--- config.mk ---
export PLATFORM = sky130hd
export DESIGN_NAME = uart_cfg_seq
export DESIGN_NICKNAME = d
export VERILOG_FILES = /design/src/rtl/uart_pkg.sv /design/src/rtl/uart_cfg_seq.sv
export SDC_FILE = /design/constraint.sdc
export NUM_CORES = 1
export LEC_CHECK = 0
export BUFFER_PORTS_ARGS = -buffer_cell sky130_fd_sc_hd__buf_2
export CAP_MARGIN = 10
export CORE_MARGIN = 1.5
export CORE_UTILIZATION = 37
export CTS_CLUSTER_DIAMETER = 80
export DETAILED_ROUTE_END_ITERATION = 10
export GPL_TIMING_DRIVEN = 0
export SLEW_MARGIN = 0
export SYNTH_ARGS = -nofsm -noshare
export SYNTH_HDL_FRONTEND = slang
export SYNTH_SLANG_ARGS = --single-unit
--- constraint.sdc ---
create_clock -name clk -period 3.8 [get_ports clk]
set_input_delay 0.57 -clock clk [delete_from_list [all_inputs] [get_ports clk]]
set_output_delay 0.57 -clock clk [all_outputs]
set_load 0.01 [all_outputs]
--- src/rtl/uart_pkg.sv ---
// Shared UART16550 register map, bring-up sequencer states and bus request payload.
package uart_pkg;

   localparam logic [2:0] ADDR_DLL_THR = 3'd0;
   localparam logic [2:0] ADDR_DLM_IER = 3'd1;
   localparam logic [2:0] ADDR_FCR     = 3'd2;
   localparam logic [2:0] ADDR_LCR     = 3'd3;
   localparam logic [2:0] ADDR_LSR     = 3'd5;

   localparam int unsigned LCR_DLAB_BIT = 7;

   typedef enum logic [3:0] {
      ST_IDLE,
      ST_WR_LCR_D,
      ST_WR_DLL,
      ST_WR_DLM,
      ST_RD_DLL,
      ST_CHK_DLL,
      ST_RD_DLM,
      ST_CHK_DLM,
      ST_WR_LCR,
      ST_WR_FCR,
      ST_RD_LCR,
      ST_CHK_LCR,
      ST_DONE
   } cfg_state_e;

   typedef struct packed {
      logic       wr;
      logic       rd;
      logic [2:0] addr;
      logic [7:0] wdata;
   } bus_req_t;

   function automatic bus_req_t bus_write(logic [2:0] addr, logic [7:0] data);
      bus_req_t r;
      r.wr    = 1'b1;
      r.rd    = 1'b0;
      r.addr  = addr;
      r.wdata = data;
      return r;
   endfunction

   function automatic bus_req_t bus_read(logic [2:0] addr);
      bus_req_t r;
      r.wr    = 1'b0;
      r.rd    = 1'b1;
      r.addr  = addr;
      r.wdata = 8'h00;
      return r;
   endfunction

endpackage

--- src/rtl/uart_cfg_seq.sv ---
// Register-bus initiator that programs divisor, frame format and FCR into regs_uart,
// with optional read-back verification of the divisor latch and LCR.
module uart_cfg_seq
   import uart_pkg::*;
#(
   parameter int unsigned RD_LAT = 1,
   parameter int unsigned VERIFY = 1
) (
   input  logic        clk,
   input  logic        rst,
   input  logic        start,
   input  logic [15:0] divisor,
   input  logic [6:0]  lcr_fmt,
   input  logic [7:0]  fcr_val,
   input  logic [7:0]  rdata_i,
   output logic        wr_o,
   output logic        rd_o,
   output logic [2:0]  addr_o,
   output logic [7:0]  wdata_o,
   output logic        busy,
   output logic        done,
   output logic        err
);

   localparam logic [1:0] LAT_LAST  = 2'(RD_LAT - 1);
   localparam bit         DO_VERIFY = (VERIFY != 0);

   cfg_state_e  state, state_nxt;
   logic [15:0] div_q, div_nxt;
   logic [6:0]  fmt_q, fmt_nxt;
   logic [7:0]  fcr_q, fcr_nxt;
   logic [1:0]  cnt_q, cnt_nxt;
   bus_req_t    bus_nxt;
   logic        busy_nxt, done_nxt, err_nxt;
   logic        chk_last;
   logic [7:0]  chk_exp;
   logic [7:0]  lcr_dlab;

   // State, captured configuration and registered outputs.
   always_ff @(posedge clk) begin
      if (!rst) begin
         state   <= ST_IDLE;
         div_q   <= 16'h0000;
         fmt_q   <= 7'h00;
         fcr_q   <= 8'h00;
         cnt_q   <= 2'd0;
         wr_o    <= 1'b0;
         rd_o    <= 1'b0;
         addr_o  <= 3'd0;
         wdata_o <= 8'h00;
         busy    <= 1'b0;
         done    <= 1'b0;
         err     <= 1'b0;
      end else begin
         state   <= state_nxt;
         div_q   <= div_nxt;
         fmt_q   <= fmt_nxt;
         fcr_q   <= fcr_nxt;
         cnt_q   <= cnt_nxt;
         wr_o    <= bus_nxt.wr;
         rd_o    <= bus_nxt.rd;
         addr_o  <= bus_nxt.addr;
         wdata_o <= bus_nxt.wdata;
         busy    <= busy_nxt;
         done    <= done_nxt;
         err     <= err_nxt;
      end
   end

   // Next state, then the bus request decoded from the state being entered.
   always_comb begin
      state_nxt = state;
      div_nxt   = div_q;
      fmt_nxt   = fmt_q;
      fcr_nxt   = fcr_q;
      cnt_nxt   = cnt_q;
      err_nxt   = err;
      chk_last  = (cnt_q == LAT_LAST);
      chk_exp   = 8'h00;
      bus_nxt   = '0;
      busy_nxt  = 1'b0;
      done_nxt  = 1'b0;
      lcr_dlab  = 8'h00;

      case (state)
         ST_IDLE: begin
            if (start) begin
               state_nxt = ST_WR_LCR_D;
               div_nxt   = divisor;
               fmt_nxt   = lcr_fmt;
               fcr_nxt   = fcr_val;
               err_nxt   = 1'b0;
            end
         end
         ST_WR_LCR_D: state_nxt = ST_WR_DLL;
         ST_WR_DLL:   state_nxt = ST_WR_DLM;
         ST_WR_DLM:   state_nxt = DO_VERIFY ? ST_RD_DLL : ST_WR_LCR;
         ST_RD_DLL: begin
            state_nxt = ST_CHK_DLL;
            cnt_nxt   = 2'd0;
         end
         ST_CHK_DLL: begin
            chk_exp = div_q[7:0];
            if (chk_last) begin
               state_nxt = ST_RD_DLM;
               if (rdata_i != chk_exp) err_nxt = 1'b1;
            end else begin
               cnt_nxt = cnt_q + 2'd1;
            end
         end
         ST_RD_DLM: begin
            state_nxt = ST_CHK_DLM;
            cnt_nxt   = 2'd0;
         end
         ST_CHK_DLM: begin
            chk_exp = div_q[15:8];
            if (chk_last) begin
               state_nxt = ST_WR_LCR;
               if (rdata_i != chk_exp) err_nxt = 1'b1;
            end else begin
               cnt_nxt = cnt_q + 2'd1;
            end
         end
         ST_WR_LCR:   state_nxt = ST_WR_FCR;
         ST_WR_FCR:   state_nxt = DO_VERIFY ? ST_RD_LCR : ST_DONE;
         ST_RD_LCR: begin
            state_nxt = ST_CHK_LCR;
            cnt_nxt   = 2'd0;
         end
         ST_CHK_LCR: begin
            chk_exp = {1'b0, fmt_q};
            if (chk_last) begin
               state_nxt = ST_DONE;
               if (rdata_i != chk_exp) err_nxt = 1'b1;
            end else begin
               cnt_nxt = cnt_q + 2'd1;
            end
         end
         ST_DONE:     state_nxt = ST_IDLE;
         default:     state_nxt = ST_IDLE;
      endcase

      // Outputs are registered, so decode from the state of the coming cycle.
      lcr_dlab               = {1'b0, fmt_nxt};
      lcr_dlab[LCR_DLAB_BIT] = 1'b1;
      busy_nxt               = (state_nxt != ST_IDLE);
      done_nxt               = (state_nxt == ST_DONE);

      case (state_nxt)
         ST_WR_LCR_D: bus_nxt = bus_write(ADDR_LCR, lcr_dlab);
         ST_WR_DLL:   bus_nxt = bus_write(ADDR_DLL_THR, div_nxt[7:0]);
         ST_WR_DLM:   bus_nxt = bus_write(ADDR_DLM_IER, div_nxt[15:8]);
         ST_RD_DLL:   bus_nxt = bus_read(ADDR_DLL_THR);
         ST_RD_DLM:   bus_nxt = bus_read(ADDR_DLM_IER);
         ST_WR_LCR:   bus_nxt = bus_write(ADDR_LCR, {1'b0, fmt_nxt});
         ST_WR_FCR:   bus_nxt = bus_write(ADDR_FCR, fcr_nxt);
         ST_RD_LCR:   bus_nxt = bus_read(ADDR_LCR);
         default:     bus_nxt = '0;
      endcase
   end

endmodule
==> impl_metrics.csv, run 1 <==
group,metric,value,unit
sta,fmax,0.6002,GHz
place,placedCellCount,425,
cells_and_area,final.fill_count,670,
cells_and_area,stdcell_count,433,
floorplanning,row_count,29,
cells_and_area,area.growth.synth_to_final,19.87,%
cells_and_area,final_common_cell,"buf_2",
detailed_routing,drtIter0Drc,144,
clock_tree,clkSlewWorstSetupHoldPaths,90,ps
global_route,grt_overflow,0,
clock_tree,clk_latency,300,ps
worst_setup_path,slowest_stage,"a222oi_1",
worst_setup_path,critical_path_buf_inv_count,2,
synthesis,synth_flop_cell,"dfxtp_1",
clock_tree,post_cts_buffers,0,
worst_setup_path,path_cells,"buf_6, nor2_4, and3_1, clkbuf_1, a222oi_1, a21oi_1",
sta,hold_viol_final,0,
cells_and_area,final_cell_mix,"61 x buf_2, 56 x nand2_1, 52 x dfxtp_1",
global_route,grt_pass1_wl,9942,um
clock_tree,ctsHoldBuffers,0,
sta,drv_slew,0,
sta,relSlewSlack,0.6268,
status,status,"complete, no violations",
detailed_routing,routedWlPerCell,14.19,um
place,dpl.hpwl,4648,um
global_route,grt_pass1_vias,2005,
synthesis,synth_area,0.002431,sq mm
clock_tree,cts_tree,"built",
clock_tree,clock_path_buffers,2,
synthesis,ys_types,43,
sta,fin_crit_sh,0.4385,
global_route,grt_use_total,0.1747,
cells_and_area,n_antenna_cell,0,
sta,finalSetupViolations,0,
detailed_routing,ant_nets,0,
detailed_routing,dr.pass1.iters,4,
synthesis,seq_area_frac_synth,0.4282,
sta,min_period,1666,ps
clock_tree,cts_resized,0,
floorplanning,dieHeight,84.06,um
global_route,grt_max_degree,17,
clock_tree,numCtsBuffers,5,
floorplanning,initial_core_util,0.3829,
pwr,irDropWorstVdd,0.2739,mV
floorplanning,die_x,84.06,um
sta,worst_slew_pin_slew,558.2,ps
synthesis,postSynth.asyncResetShare,0,
detailed_routing,finalWirelength,6144,um
floorplanning,coreArea,0.006350,sq mm
synthesis,syn_inst,293,
min_path,hp-class,"reg2reg",
sta,rsz0062_at_grt,"false",
detailed_routing,detailroute.via_count,2203,
clock_tree,htree_levels,2,
sta,finalSetupTns,0,ps
worst_setup_path,arrival,1840,ps
detailed_routing,drc,0,
cells_and_area,final_nets,398,
pwr,power_leakage,1.194,nW
place,io_buffers,55,
run,drv_cap,0,
synthesis,ys_seq_elements,52,
worst_setup_path,path_delay_family,"compound AO/OA/AOI/OAI gates",
global_route,antenna_found_initial,0,
worst_setup_path,required,3970,ps
detailed_routing,viasPerCell,5.088,
pwr,design_power_total,1.243,mW
floorplanning,ios,58,
place,gp_congestion,0.8835,
worst_setup_path,slowest_delay,520,ps
worst_setup_path,path_class,"reg2reg",
cells_and_area,drive_gt1_frac,0.2247,
worst_setup_path,path_max_fanout,9,
worst_setup_path,crit_path_start_kind,"register",
synthesis,syn_area_per_cell,8.297,sq um
synthesis,ys_warn_count,0,
sta,finalClockSkew,6.880,ps
worst_setup_path,cp-end-kind,"register",
clock_tree,cts-root-buf,"clkbuf_8",
floorplanning,die_area,0.007066,sq mm
synthesis,synth_nets,336,
synthesis,synth-edff-count,0,
clock_tree,cts_sinks,52,
pwr,cellPowerDensity,426.7,mW/mm^2
[worst min-delay path: stages (launching register included)]
cell and delay, ps:
dfxtp_1 320, nand2_1 50, a21oi_1 50
[report_power, final]
part           switching [mW]  total [mW]  internal, mW  leakage, nW
Sequential             0.0276       0.613         0.586        0.425
Combinational           0.145       0.254         0.109        0.715
Clock                   0.182       0.377         0.195       0.0541
Total                   0.354        1.24         0.890         1.19
[metrics by stage]
| stage | instance area [sq um] | worst slack [ps] | util | hold slack (ps) |
|---|---|---|---|---|
| finish | 2914 | 2134 | 0.4589 | 454.7 |
| global route | 2914 | 1995 | 0.4589 | 473.8 |
| CTS | 2914 | 2143 | 0.4589 | 457.9 |
| detailed placement | 2803 | 1946 | 0.4414 | 445.6 |
| global placement | 2803 | 1978 | 0.4414 | 442.5 |
| floorplan | 2431 | 2361 | - | 431.9 |
[path summary, 6_finish.rpt]
check | cells after the start | slack [ps] | endpoint | from
hold / removal | 2 | 450 | cnt_q[1] | cnt_q[1]
setup reg to reg | 6 | 2130 | wdata_o[6] | state[2]
setup / recovery | 6 | 2130 | wdata_o[6] | state[2]
hold reg to reg | 2 | 450 | cnt_q[1] | cnt_q[1]
[logic make-up after synthesis]
logic type / count (synthesis) / share of synthesized area
compound gates: 70 / 0.1750
xor+xnor: 23 / 0.08286
fa+ha+maj: 1 / 0.005146
buf+inv: 25 / 0.05610
flops: 52 / 0.4282
mux: 7 / 0.02882
other cells: 1 / 0.001543
simple gates: 114 / 0.2223
[metal layers]
layer	up-vias	global-route usage	part of all wire
met5	-	0	0
met4	0	0.03875	0.0062
met3	4	0.03858	0.068
met2	70	0.2807	0.45
met1	1002	0.2396	0.48
li1	1127	-	-
[state kept, by name (all words and copies together), names as in the netlist]
signal   flops
div_q       16
fcr_q        8
wdata_o      8
fmt_q        7
state        4
addr_o       2
cnt_q        2
busy         1
done         1
err          1
rd_o         1
wr_o         1
[cells in the mapped netlist, types with 2 or more instances]
master	instances	area (sq um)
a211oi_1	3	22.52
a21o_1	2	15.01
a21oi_1	44	220.2
a222oi_1	7	70.07
and3_1	3	18.77
buf_1	2	7.510
buf_2	6	30.03
buf_6	2	22.52
clkbuf_1	8	30.03
dfxtp_1	52	1041
inv_1	4	15.01
mux2i_1	7	70.07
nand2_1	56	210.2
nand2b_1	9	56.30
nand3_1	4	20.02
nand4_1	9	56.30
nor2_1	13	48.80
nor2b_1	3	18.77
nor3_1	6	30.03
nor4_1	2	12.51
o21a_1	2	15.01
o21ai_0	6	30.03
or2_2	2	12.51
xnor2_1	16	140.1
xor2_1	7	61.31
[layout make-up]
cell class / count / area (sq um) / share of cell area
Multi-Input combinational cell: 216 / 1254 / 0.4302
Sequential cell: 52 / 1041 / 0.3572
Timing Repair Buffer: 55 / 275.3 / 0.09446
Buffer: 20 / 117.6 / 0.04036
Tap cell: 77 / 96.34 / 0.03306
Clock buffer: 5 / 68.82 / 0.02362
Clock inverter: 3 / 42.54 / 0.01460
Inverter: 5 / 18.77 / 0.006441
(Power assumes the default switching activity.)
==> run 2, diff against run 1 <==
- clock period: 3.8 -> 1.6 ns (I/O delays scaled with it)
==> impl_metrics.csv, run 2 (synthesis results as in run 1) <==
group,metric,value,unit
status,status,"complete, no violations",
clock_tree,cts-root-buf,"clkbuf_8",
cells_and_area,fin_util,0.4753,
pwr,clkPwrFrac,0.299,
sta,relSlewSlack,0.6500,
floorplanning,coreArea,0.006350,sq mm
worst_setup_path,path_cells,"buf_6, nor2_4, and3_4, buf_12, mux2i_1, nand2b_1, a21oi_1",
clock_tree,clk_latency,300,ps
min_path,holdPathStages,3,
detailed_routing,dr.pass1.iters,4,
run,drv_cap,0,
clock_tree,cts_sinks,52,
cells_and_area,regMostFlops,"div_q",
cells_and_area,final_cell_mix,"57 x buf_2, 56 x nand2_1, 50 x dfxtp_1",
pwr,irDropWorstVdd,0.6819,mV
global_route,grt_pass1_wl,10110,um
floorplanning,die_x,84.06,um
worst_setup_path,path_max_fanout,9,
clock_tree,clkSlewWorstSetupHoldPaths,100,ps
detailed_routing,viasPerCell,5.098,
pwr,p_int,2.155,mW
cells_and_area,area.growth.synth_to_final,24.14,%
place,dpl.hpwl,4648,um
floorplanning,ios,58,
cells_and_area,n_antenna_cell,0,
min_path,hp-class,"in2reg",
cells_and_area,drive_gt1_frac,0.2667,
detailed_routing,drc,0,
sta,drv_slew,0,
place,gp_congestion,0.8835,
sta,fin_crit_sh,0.9583,
sta,finalClockSkew,6.045,ps
detailed_routing,ant_nets,0,
pwr,design_power_total,3.017,mW
cells_and_area,largest_reg_flops,16,
worst_setup_path,cp-end-kind,"register",
worst_setup_path,slowest_delay,320,ps
cells_and_area,final_nets,402,
global_route,grt_overflow,0,
place,io_buffers,55,
sta,rsz0062_at_grt,"true",
pwr,power.share.combinational,0.218,
pwr,power_frac_seq,0.484,
floorplanning,dieHeight,84.06,um
floorplanning,initial_core_util,0.3829,
clock_tree,clock_path_buffers,2,
global_route,grt_max_degree,17,
worst_setup_path,slowest_stage,"dfxtp_1",
detailed_routing,routedWlPerCell,14.25,um
sta,hold_viol_final,0,
pwr,cellPowerDensity,999.6,mW/mm^2
pwr,swShare,0.2857,
clock_tree,numCtsBuffers,5,
pwr,power_leakage,1.228,nW
sta,finalSetupViolations,0,
worst_setup_path,arrival,1720,ps
worst_setup_path,crit_start,"state[2]",
pwr,p_sw,0.8618,mW
cells_and_area,final_common_cell,"buf_2",
global_route,grt_use_total,0.1778,
global_route,antenna_found_initial,0,
worst_setup_path,path_class,"reg2reg",
worst_setup_path,required,1780,ps
sta,fmax,0.6522,GHz
clock_tree,ctsHoldBuffers,0,
detailed_routing,finalWirelength,6228,um
sta,worst_slew_pin_slew,525.0,ps
worst_setup_path,crit_path_start_kind,"register",
sta,min_period,1533,ps
floorplanning,row_count,29,
cells_and_area,largest_registers,"div_q x16, fcr_q x8, wdata_o x8",
floorplanning,die_area,0.007066,sq mm
detailed_routing,drtIter0Drc,128,
min_path,hold_start,"divisor[10]",
clock_tree,htree_levels,2,
detailed_routing,detailroute.via_count,2228,
worst_setup_path,rr_startpoint,"state[2]",
global_route,grt_pass1_vias,2025,
clock_tree,cts_tree,"built",
worst_setup_path,reg2reg_depth,7,
-- run 2: cell types whose count changed in the layout (fill, tap and decap cells not counted), moves of 3 or more --
| cell | change |
|---|---|
| buf_2 | -4 |
| clkbuf_4 | +3 |
| clkbuf_2 | +3 |
| buf_4 | +6 |
| clkbuf_1 | -3 |
-- run 2: critical path: cells and delay by family (launching register included) --
| family | cells | cell delay [ps] |
|---|---|---|
| AO/OA/AOI/OAI | 1 | 70 |
| multiplexers | 1 | 210 |
| buffers and inverters | 2 | 270 |
| flip-flops | 1 | 320 |
| AND/OR/NAND/NOR | 3 | 540 |
-- run 2: final timing paths --
check / endpoint / slack [ps]
setup / recovery: wdata_o[5] / 70
hold / removal: div_q[10] / 160
setup reg to reg: wdata_o[5] / 70
hold reg to reg: cnt_q[1] / 460
-- run 2: area by class of cell --
cell class,count,area (sq um)
Sequential cell,52,1044
Timing Repair Buffer,61,320.3
Fill cell,658,3332
Tap cell,77,96.34
Multi-Input combinational cell,216,1308
Buffer,18,120.1
Clock buffer,5,68.82
Clock inverter,3,42.54
Inverter,5,18.77
-- run 2: power groups by stage --
| stage | logic [mW] | registers (mW) | clock network [mW] |
|---|---|---|---|
| detailed placement | 0.601 | 1.49 | 0 |
| CTS | 0.617 | 1.46 | 0.919 |
| floorplan | 0.405 | 1.48 | 0 |
| global route | 0.734 | 1.47 | 0.964 |
| finish | 0.656 | 1.46 | 0.901 |
| global placement | 0.595 | 1.48 | 0 |
-- run 2: through the flow --
stage               area, sq um  TNS [ps]  worst slack, ps  std cells  hold slack (ps)
CTS                        2939         0            13.13        435            156.6
detailed placement         2803    -153.8           -53.03        425            445.6
finish                     3018         0            66.78        437            162.0
global placement           2803    -155.6           -62.59        425            442.5
floorplan                  2431         0            177.4        293            363.8
global route               3018    -40.75           -20.66        437            163.1
-- run 2: timing repair --
| item | in CTS | in global routing |
|---|---|---|
| resized for setup | 2 | 23 |
| endpoints found under the hold margin | 0 | 0 |
| setup endpoints to repair | 8 | 33 |
| setup buffers | 3 | 3 |
| pin swaps | 3 | 3 |
-- run 2: layer usage --
| layer | track usage | up-vias | share of wire | wire length (um) |
|---|---|---|---|---|
| met5 | 0 | - | 0 | 0 |
| met4 | 0.03875 | 0 | 0.0080 | 50 |
| met3 | 0.03858 | 5 | 0.060 | 372 |
| met2 | 0.2844 | 67 | 0.46 | 2848 |
| met1 | 0.2457 | 1016 | 0.47 | 2957 |
| li1 | - | 1140 | - | - |
